File: src/rtl/uart_pkg.sv
// Shared definitions for the buffered UART transmitter: parity modes,
// framing-engine states and status-word bit positions.
package uart_pkg;

  localparam int PAR_NONE = 0;
  localparam int PAR_EVEN = 1;
  localparam int PAR_ODD  = 2;

  typedef enum logic [2:0] {
    S_IDLE,
    S_START,
    S_DATA,
    S_PARITY,
    S_STOP
  } tx_state_e;

  localparam int ST_FULL   = 15;
  localparam int ST_ACTIVE = 14;
  localparam int ST_EMPTY  = 13;
  localparam int ST_OVF    = 12;

endpackage

File: src/rtl/uart_fifo.sv
// Synchronous FIFO, power-of-two depth, head word visible on rdata.
// A push while full is ignored even if a pop happens on the same edge.
module uart_fifo #(
  parameter int WIDTH = 8,
  parameter int DEPTH = 16
) (
  input  logic                   clk,
  input  logic                   reset,
  input  logic                   push,
  input  logic [WIDTH-1:0]       wdata,
  input  logic                   pop,
  output logic [WIDTH-1:0]       rdata,
  output logic                   full,
  output logic                   empty,
  output logic [$clog2(DEPTH):0] count
);

  localparam int AW = $clog2(DEPTH);
  localparam logic [AW:0] CNT_FULL = (AW+1)'(DEPTH);

  logic [WIDTH-1:0] mem_q [DEPTH];
  logic [AW-1:0]    wr_ptr_q;
  logic [AW-1:0]    rd_ptr_q;
  logic [AW:0]      count_q;
  logic             do_push;
  logic             do_pop;

  assign full    = (count_q == CNT_FULL);
  assign empty   = (count_q == '0);
  assign count   = count_q;
  assign do_push = push && !full;
  assign do_pop  = pop && !empty;
  assign rdata   = mem_q[rd_ptr_q];

  always_ff @(posedge clk) begin
    if (reset) begin
      wr_ptr_q <= '0;
      rd_ptr_q <= '0;
      count_q  <= '0;
    end else begin
      // Pointers are exactly AW bits wide, so they wrap modulo DEPTH.
      if (do_push) wr_ptr_q <= wr_ptr_q + 1'b1;
      if (do_pop)  rd_ptr_q <= rd_ptr_q + 1'b1;
      case ({do_push, do_pop})
        2'b10:   count_q <= count_q + 1'b1;
        2'b01:   count_q <= count_q - 1'b1;
        default: count_q <= count_q;
      endcase
    end
  end

  // NOTE: storage is deliberately not reset; pointers and count alone decide validity.
  always_ff @(posedge clk) begin
    if (do_push) mem_q[wr_ptr_q] <= wdata;
  end

endmodule

File: src/rtl/uart_tx_fifo.sv
// Buffered UART transmitter: FIFO-fed framing engine with memory-mapped
// load/in/out access and back-to-back frames on TX.
module uart_tx_fifo
  import uart_pkg::*;
#(
  parameter int CLKS_PER_BIT = 217,
  parameter int DATA_BITS    = 8,
  parameter int PARITY       = 0,
  parameter int STOP_BITS    = 1,
  parameter int FIFO_DEPTH   = 16
) (
  input  logic        clk,
  input  logic        reset,
  input  logic        load,
  input  logic [15:0] in,
  output logic        TX,
  output logic [15:0] out
);

  localparam int STOP_CYC = STOP_BITS * CLKS_PER_BIT;
  localparam int BW       = $clog2(STOP_CYC);
  localparam int CNTW     = $clog2(DATA_BITS);
  localparam int FCW      = $clog2(FIFO_DEPTH) + 1;

  localparam logic [BW-1:0]   BIT_LAST  = BW'(CLKS_PER_BIT - 1);
  localparam logic [BW-1:0]   STOP_LAST = BW'(STOP_CYC - 1);
  localparam logic [CNTW-1:0] DATA_LAST = CNTW'(DATA_BITS - 1);

  tx_state_e            state_q, state_d;
  logic [BW-1:0]        baud_q, baud_d;
  logic [CNTW-1:0]      bit_q, bit_d;
  logic [DATA_BITS-1:0] shift_q, shift_d;
  logic                 par_q, par_d;
  logic                 tx_q, tx_d;
  logic                 ovf_q, ovf_d;
  logic                 launch;
  logic                 bit_end;

  logic                 fifo_push;
  logic                 fifo_pop;
  logic [DATA_BITS-1:0] fifo_rdata;
  logic                 fifo_full;
  logic                 fifo_empty;
  logic [FCW-1:0]       fifo_count;
  logic                 unused_in_bits;

  assign unused_in_bits = ^in[14:DATA_BITS];
  assign fifo_push      = load && !in[15];
  assign fifo_pop       = launch;
  assign bit_end        = (baud_q == BIT_LAST);

  uart_fifo #(
    .WIDTH (DATA_BITS),
    .DEPTH (FIFO_DEPTH)
  ) u_fifo (
    .clk   (clk),
    .reset (reset),
    .push  (fifo_push),
    .wdata (in[DATA_BITS-1:0]),
    .pop   (fifo_pop),
    .rdata (fifo_rdata),
    .full  (fifo_full),
    .empty (fifo_empty),
    .count (fifo_count)
  );

  always_ff @(posedge clk) begin
    if (reset) begin
      state_q <= S_IDLE;
      baud_q  <= '0;
      bit_q   <= '0;
      shift_q <= '0;
      par_q   <= 1'b0;
      tx_q    <= 1'b1;
      ovf_q   <= 1'b0;
    end else begin
      state_q <= state_d;
      baud_q  <= baud_d;
      bit_q   <= bit_d;
      shift_q <= shift_d;
      par_q   <= par_d;
      tx_q    <= tx_d;
      ovf_q   <= ovf_d;
    end
  end

  always_comb begin
    // NOTE: every next-state value is given its hold value first, so no branch can infer a latch.
    state_d = state_q;
    baud_d  = baud_q;
    bit_d   = bit_q;
    shift_d = shift_q;
    par_d   = par_q;
    tx_d    = tx_q;
    ovf_d   = ovf_q;
    launch  = 1'b0;

    case (state_q)
      S_IDLE: begin
        if (!fifo_empty) launch = 1'b1;
      end
      S_START: begin
        if (bit_end) begin
          state_d = S_DATA;
          baud_d  = '0;
          bit_d   = '0;
          tx_d    = shift_q[0];
        end else begin
          baud_d = baud_q + 1'b1;
        end
      end
      S_DATA: begin
        if (bit_end) begin
          baud_d = '0;
          if (bit_q == DATA_LAST) begin
            if (PARITY != PAR_NONE) begin
              state_d = S_PARITY;
              tx_d    = par_q;
            end else begin
              state_d = S_STOP;
              tx_d    = 1'b1;
            end
          end else begin
            bit_d   = bit_q + 1'b1;
            shift_d = shift_q >> 1;
            tx_d    = shift_q[1];
          end
        end else begin
          baud_d = baud_q + 1'b1;
        end
      end
      S_PARITY: begin
        if (bit_end) begin
          state_d = S_STOP;
          baud_d  = '0;
          tx_d    = 1'b1;
        end else begin
          baud_d = baud_q + 1'b1;
        end
      end
      S_STOP: begin
        // The last stop cycle chains straight into the next start bit when data is waiting.
        if (baud_q == STOP_LAST) begin
          if (!fifo_empty) launch = 1'b1;
          else             state_d = S_IDLE;
        end else begin
          baud_d = baud_q + 1'b1;
        end
      end
      default: begin
        state_d = S_IDLE;
        tx_d    = 1'b1;
      end
    endcase

    if (launch) begin
      state_d = S_START;
      baud_d  = '0;
      tx_d    = 1'b0;
      shift_d = fifo_rdata;
      par_d   = (PARITY == PAR_ODD) ? ~(^fifo_rdata) : (^fifo_rdata);
    end

    if (load && in[15])                ovf_d = 1'b0;
    else if (fifo_push && fifo_full)   ovf_d = 1'b1;
  end

  assign TX = tx_q;

  always_comb begin
    out            = '0;
    out[ST_FULL]   = fifo_full;
    out[ST_ACTIVE] = (state_q != S_IDLE);
    out[ST_EMPTY]  = fifo_empty;
    out[ST_OVF]    = ovf_q;
    out[8:0]       = 9'(fifo_count);
  end

endmodule

File: config.mk
export PLATFORM = sky130hd
export DESIGN_NAME = uart_tx_fifo
export DESIGN_NICKNAME = d
export VERILOG_FILES = /design/src/rtl/uart_pkg.sv /design/src/rtl/uart_fifo.sv /design/src/rtl/uart_tx_fifo.sv
export SDC_FILE = /design/constraint.sdc
export NUM_CORES = 1
export LEC_CHECK = 0
export ABC_AREA = 1
export ABC_CLOCK_PERIOD_IN_PS = 2560
export BUFFER_PORTS_ARGS = -buffer_cell sky130_fd_sc_hd__buf_2
export CAP_MARGIN = 0
export CELL_PAD_IN_SITES_DETAIL_PLACEMENT = 0
export CELL_PAD_IN_SITES_GLOBAL_PLACEMENT = 2
export CORE_ASPECT_RATIO = 1.4
export CORE_MARGIN = 10
export CORE_UTILIZATION = 30
export CTS_BUF_LIST = sky130_fd_sc_hd__clkbuf_16
export DETAILED_ROUTE_END_ITERATION = 8
export GPL_TIMING_DRIVEN = 0
export PLACE_DENSITY_LB_ADDON = 0.1
export SKIP_LAST_GASP = 1
export SLEW_MARGIN = 25
export SYNTH_ARGS = -nofsm -noshare
export SYNTH_HDL_FRONTEND = slang
export SYNTH_SLANG_ARGS = --single-unit
export TNS_END_PERCENT = 10
File: constraint.sdc
create_clock -name clk -period 2.56 [get_ports clk]
set_clock_uncertainty 0.05 [all_clocks]
set_input_delay 0.256 -clock clk [delete_from_list [all_inputs] [get_ports clk]]
set_output_delay 0.256 -clock clk [all_outputs]
set_load 0.02 [all_outputs]
; Yosys cells after proc, flatten, opt, wreduce, memory -nomap -nowiden
; Memory sizes are Yosys's and may differ from the RTL's. A register that Yosys moved wholly into a read port is not among the register bits.
; Index checks and enable logic that the tools add are counted.
; Widths: inputs -> output; s select.
[totals]
output_inout_bits = 17
input_bits = 19
wordCells = 103
mem_bits_rw = 128
memories = 1
register_bits = 37
[memory_table]
columns = name, depth, word_bits, rd, rd_clocked_by_memory_dff, wr, line
row1 = u_fifo.mem_q, 16, 8, 1, 1, 1, uart_fifo.sv:21  ; logic [WIDTH-1:0] mem_q [DEPTH];
[classes]
bitwise = 1
reduce_logical = 26
n_addsub = 6
n_mux = 33
n_eq_ne = 26
[ops]
columns = op, count
row1 = $mux 8, 6
row2 = $mux 3, 9
row3 = $ne 3x2->1 const B, 6
row4 = $ne 2x2->1 const B, 8
row5 = $pmux 8 s2, 1
row6 = $pmux 3 s5, 1
row7 = $reduce_and 7->1, 2
row8 = $mux 1, 10
row9 = $pmux 5 s2, 1
row10 = $reduce_bool 2->1, 5
row11 = $add 4x1->4 const B, 2
row12 = $add 8x1->8 const B, 1
row13 = $eq 8x8->1 const B, 1
row14 = $mux 4, 2
row15 = $reduce_and 4->1, 2
row16 = $eq 3x2->1 const B, 2
row17 = $eq 3x3->1 const B, 2
row18 = $ne 2x1->1 const B, 3
row19 = $pmux 3 s2, 1
row20 = $reduce_or 2->1, 3
row21 = $add 5x1->5 const B, 1
row22 = $eq 5x5->1 const B, 1
row23 = $logic_and 1x1->1, 5
row24 = $logic_not 5->1, 1
row25 = other kinds (14), 16

; Depth between registers and ports, before layout
[depth]
word_depth = 7
depth_mapped = 21
ltp_nobuf = 20

; By module
; From an unflattened synthesis, not the netlist that was laid out.
[hier_totals]
cells_unflattened = 713
hier_area_um2 = 7632.3
[by_module_without_submodules]
columns = mod, area_per_inst_um2, instances, cells_each, seq_area_each_um2
row1 = uart_fifo, 6147.1, 1, 478, 4184.0
row2 = uart_tx_fifo, 1485.2, 1, 235, 480.5

; Least setup slack after synthesis
; Ideal clock, no wire load.
[synth_timing]
path_type = reg2reg
start = reg baud_q[0]
end = reg u_fifo.count_q[2] (netlist: u_fifo.count[2])
n_path_buf = 1
period_less_slack_ps = 2456
slack_ps = 104
t_required_ps = 2395
setup_time_ps = 115
arrival_time_ps = 2290
stages_incl_launch_ff = 19
path_cell_list = dfxtp_1 inv_1 ha_1 nand2_1 nor2_1 nand2_4 nand2_2 nand2_4 inv_4 buf_4 ha_1 xnor2_1 inv_1 ha_1 inv_1 nand2_1 xor2_1 o21ai_0 inv_1
[synth_between]
elab_chain_len = 6
elab_cells_between_ends = 8
[synth_rtl]
columns = element, line
row1 = "start, declared", uart_tx_fifo.sv:30  ; logic [BW-1:0] baud_q, baud_d;
row2 = "start signal, assigned", uart_tx_fifo.sv:78  ; baud_q <= baud_d;
row3 = $eq 8x8->1 (*), uart_tx_fifo.sv:143  ; if (baud_q == STOP_LAST) begin
row4 = $mux 1 (*), uart_tx_fifo.sv:143
row5 = $pmux 1 s2 (*), uart_tx_fifo.sv:98  ; case (state_q)
row6 = $logic_and 1x1->1 (*), uart_fifo.sv:32  ; assign do_pop = pop && !empty;
row7 = via u_fifo.do_pop, uart_fifo.sv:26  ; logic do_pop;
row8 = $eq 2x1->1 or $eq 2x2->1 (tied branches), uart_fifo.sv:44  ; case ({do_push, do_pop})
row9 = $pmux 5 s2 or $reduce_bool 2->1 (tied branches), --
row10 = "end signal, assigned", uart_fifo.sv:45  ; 2'b10: count_q <= count_q + 1'b1;
row11 = "end signal, assigned", uart_fifo.sv:46  ; 2'b01: count_q <= count_q - 1'b1;
row12 = "end signal, assigned", uart_fifo.sv:47  ; default: count_q <= count_q;
row13 = "end, declared", uart_fifo.sv:24  ; logic [AW:0] count_q;
; The timed path passes the listed nets; every way through them passes the cells marked *.
; A chain may end at the register's enable or synchronous reset.

; Worst setup path in the final report
[layout_timing]
start = reg u_fifo.count_q[2] (netlist: u_fifo.count[2])
end = mem u_fifo.mem_q[0][7], enable pin
[layout_between]
elab_chain_len = 5
[layout_rtl]
columns = element, line
row1 = $eq 5x5->1, uart_fifo.sv:28  ; assign full = (count_q == CNT_FULL);
row2 = $logic_not 1->1, uart_fifo.sv:31  ; assign do_push = push && !full;
row3 = $logic_and 1x1->1, uart_fifo.sv:31
row4 = $mux 1, uart_fifo.sv:54  ; if (do_push) mem_q[wr_ptr_q] <= wdata;
row5 = $mux 1 (implied by the code), uart_fifo.sv:54
row6 = "end, declared", uart_fifo.sv:21
; No other way between the ends.

==> results.sh <==
export IMPL_power_density_nw_per_um2=1070
export IMPL_wl_per_cell_um=20.6
export IMPL_busiest_layer="met2"
export IMPL_cts_root_buf="clkbuf_16"
export IMPL_path_buf_inv=1
export IMPL_clk_latency_ns=0.44
export IMPL_start_kind="register"
export IMPL_vdd_drop_max_mv=0.517
export IMPL_critPathKind="register to register"
export IMPL_setup_ws_ns=0.0137
export IMPL_use_met3_pct=3.10
export IMPL_mostFrequentLayoutCells="edfxtp_1 (128), nor2_1 (115), o21ai_0 (67)"
export IMPL_use_met2_pct=25.7
export IMPL_synth_top_area_share_pct=53.2
export IMPL_crit_start="u_fifo.count[2]$_SDFFE_PP0P_"
export IMPL_antenna_found_initial=0
export IMPL_area_delta_synth_final_pct=15.7
export IMPL_max_cap_viol_count=0
export IMPL_drive_above_1_share_pct=15.5
export IMPL_grtUsageMet1_pct=15.8
export IMPL_tightest_slew_ns=0.915
export IMPL_cts_buffers=17
export IMPL_ys_top_cells_by_area="edfxtp_1 (53%), dfxtp_1 (11%), nor2_1 (6.2%)"
export IMPL_cts_buffer_depth=2
export IMPL_die_h_um=204
export IMPL_drc=0
export IMPL_grt_pass1_wl_mm=32.0
export IMPL_cts_tree="yes"
export IMPL_r2r_start="u_fifo.count[2]$_SDFFE_PP0P_"
export IMPL_cp_max_fo=8
export IMPL_synth_top_area_cell="edfxtp_1"
export IMPL_synth_flop_cell="edfxtp_1"
export IMPL_row_count=67
export IMPL_h_tree_depth=4
export IMPL_synthCells=663
export IMPL_gp_congestion=0.840
export IMPL_crit_family="simple AND/OR/NAND/NOR gates"
export IMPL_r2r_cells=6
export IMPL_tns_ns=0
export IMPL_design_core_area_um2=23800
export IMPL_wirelength_mm=21.2
export IMPL_gr_total_overflow=0
export IMPL_post_drt_via_cell_ratio=4.86
export IMPL_vias=5024
export IMPL_hold_path_class="input pin to register"
export IMPL_initial_utilization_pct=30.3
export IMPL_hp_start="in[1]"
export IMPL_cp_data_required_time_ns=2.57
export IMPL_reg2reg_slack_ns=0.01
export IMPL_p_leak_nw=2.96
export IMPL_multiInputGateArea_um2=2230
export IMPL_hold_path_end="u_fifo.mem_q[3][1]$_DFFE_PP_"
export IMPL_period_minus_slack_ns=2.55
export IMPL_grt_max_degree=17
export IMPL_max_slew_margin_rel_pct=38.8
export IMPL_first_pass_iters=4
export IMPL_nFillCells=2447
export IMPL_synth_area_per_cell_um2=10.9
export IMPL_io_buffers=20
export IMPL_timing_fmax_mhz=393
export IMPL_report_final_slew_viol_count=0
export IMPL_ys_types=42
export IMPL_grt_pass1_vias=5172
export IMPL_dieWidth_um=151
export IMPL_finalCritPeriodShare_pct=99.5
export IMPL_yosysWarnings=0
export IMPL_end_kind="register"
export IMPL_rsz0062_at_grt="yes"
export IMPL_nNetsFinal=740
export IMPL_hold_ws_ns=0.164
export IMPL_dpl_cell_count=999
export IMPL_cp_slowest_cell="nor2_1"
export IMPL_synth_edf_count=128
export IMPL_final_seq_area_um2=4670
export IMPL_fin_util_pct=35.1
export IMPL_antenna_left=0
export IMPL_async_reset_ff_share_pct=0
export IMPL_ys_seq_elements=169
export IMPL_outcome="finished clean"
export IMPL_cp_arrival_ns=2.56
export IMPL_synth_seq_area_share_pct=64.6
export IMPL_cts_sinks=169
export IMPL_track_usage_pct=14.3
export IMPL_hold_viol_final=0
export IMPL_finalSetupViolCount=0
export IMPL_drt_iter0_drc=303
export IMPL_syn_area_um2=7220
export IMPL_min_path_cells=1
export IMPL_dp_hpwl_mm=15.0
export IMPL_pre_cts_ws_ns=-0.261
export IMPL_path_cells="nor2_1 > nand3_1 > nand2_1 > inv_2 > nand2_1 > nor2_1"
export IMPL_crit_path_max_incr_delay_ns=0.74
export IMPL_die_area_um2=30800
export IMPL_diodes=0
export IMPL_layout_cells_most_common="edfxtp_1"
export IMPL_final_cells=1033
export IMPL_pin_count=36
export IMPL_r2r_end="u_fifo.mem_q[0][7]$_DFFE_PP_"
export IMPL_path_clk_slew_ns=0.07
==> Yosys cell counts, types with 7 or more instances <==
cell and count:
clkbuf_1 17, inv_1 32, a21oi_2 8, o21ai_0 68, o221ai_1 24, a21oi_1 27
nand2_2 11, dfxtp_1 41, buf_4 13, nor2_1 119, inv_2 7, nand2_1 60
ha_1 11, edfxtp_1 128, nand3_1 35
==> per-stage QoR <==
| stage | cell area [um2] | total power [mW] |
|---|---|---|
| finish | 8350 | 8.97 |
| global route | 8350 | 9.56 |
| CTS | 8330 | 9.04 |
| detailed placement | 7730 | 6.51 |
| global placement | 7730 | 6.49 |
| floorplan | 7240 | 5.42 |
==> kinds of logic (layout without fill, tap and decap cells) <==
group           Yosys count  in the layout  synth area share (%)
simple gates            245            245                  14.6
flops                   169            169                  64.6
compound gates          151            151                  13.0
buf+inv                  80            134                  5.18
fa+ha+maj                11             11                  1.91
xor+xnor                  6              6                 0.728
other cells               1              7                0.0519
==> layer usage <==
| layer | up-vias | part of all wire (%) |
|---|---|---|
| met3 | 28 | 3.3 |
| met1 | 2467 | 40 |
| met5 | - | 0 |
| li1 | 2429 | - |
| met4 | 0 | 2.8 |
| met2 | 100 | 54 |
==> worst max-delay path by stage <==
stage | endpoint | slack [ns] | cells past startpoint
after floorplan | u_fifo.count[2]$_SDFFE_PP0P_ | 0.10 | 18
after global placement | u_fifo.count[2]$_SDFFE_PP0P_ | -0.26 | 18
after detailed placement | u_fifo.count[2]$_SDFFE_PP0P_ | -0.26 | 18
after CTS | u_fifo.mem_q[3][0]$_DFFE_PP_ | -0.12 | 6
after global routing | u_fifo.mem_q[15][5]$_DFFE_PP_ | -0.18 | 6
final | u_fifo.mem_q[0][7]$_DFFE_PP_ | 0.01 | 6
==> timing repair <==
item / 4_1_cts / 5_1_grt
gates resized for setup: 5 / 6
pin swaps: 0 / 1
gates cloned: 0 / 0
hold endpoints to repair: 1 / 0
buffers inserted: 0 / 1
endpoints found under the setup margin: 59 / 123
hold buffers: 2 / 0
==> cell type report <==
cell class	instances	area share, %
buffer	39	2.56
sequential	169	55.9
clock inverter	15	1.66
inverter	40	1.89
tap	310	4.64
multi-input combinational	420	26.8
timing repair buffer	23	1.53
clock buffer	17	5.09
==> state kept, by name, summed over array words and instances (netlist names), named ones only <==
register / flops
u_fifo.mem_q: 128
baud_q: 8
shift_q: 8
u_fifo.count: 5
u_fifo.rd_ptr_q: 4
u_fifo.wr_ptr_q: 4
bit_q: 3
state_q: 3
TX: 1
ovf_q: 1
==> where the power goes <==
group	switching, mW	total (mW)	internal [mW]	leakage (nW)
Combinational	2.25	3.27	1.01	1.20
Sequential	0.123	3.23	3.11	1.49
Clock	1.06	2.48	1.42	0.276
Note: power is estimated with default switching activity, not from simulation.
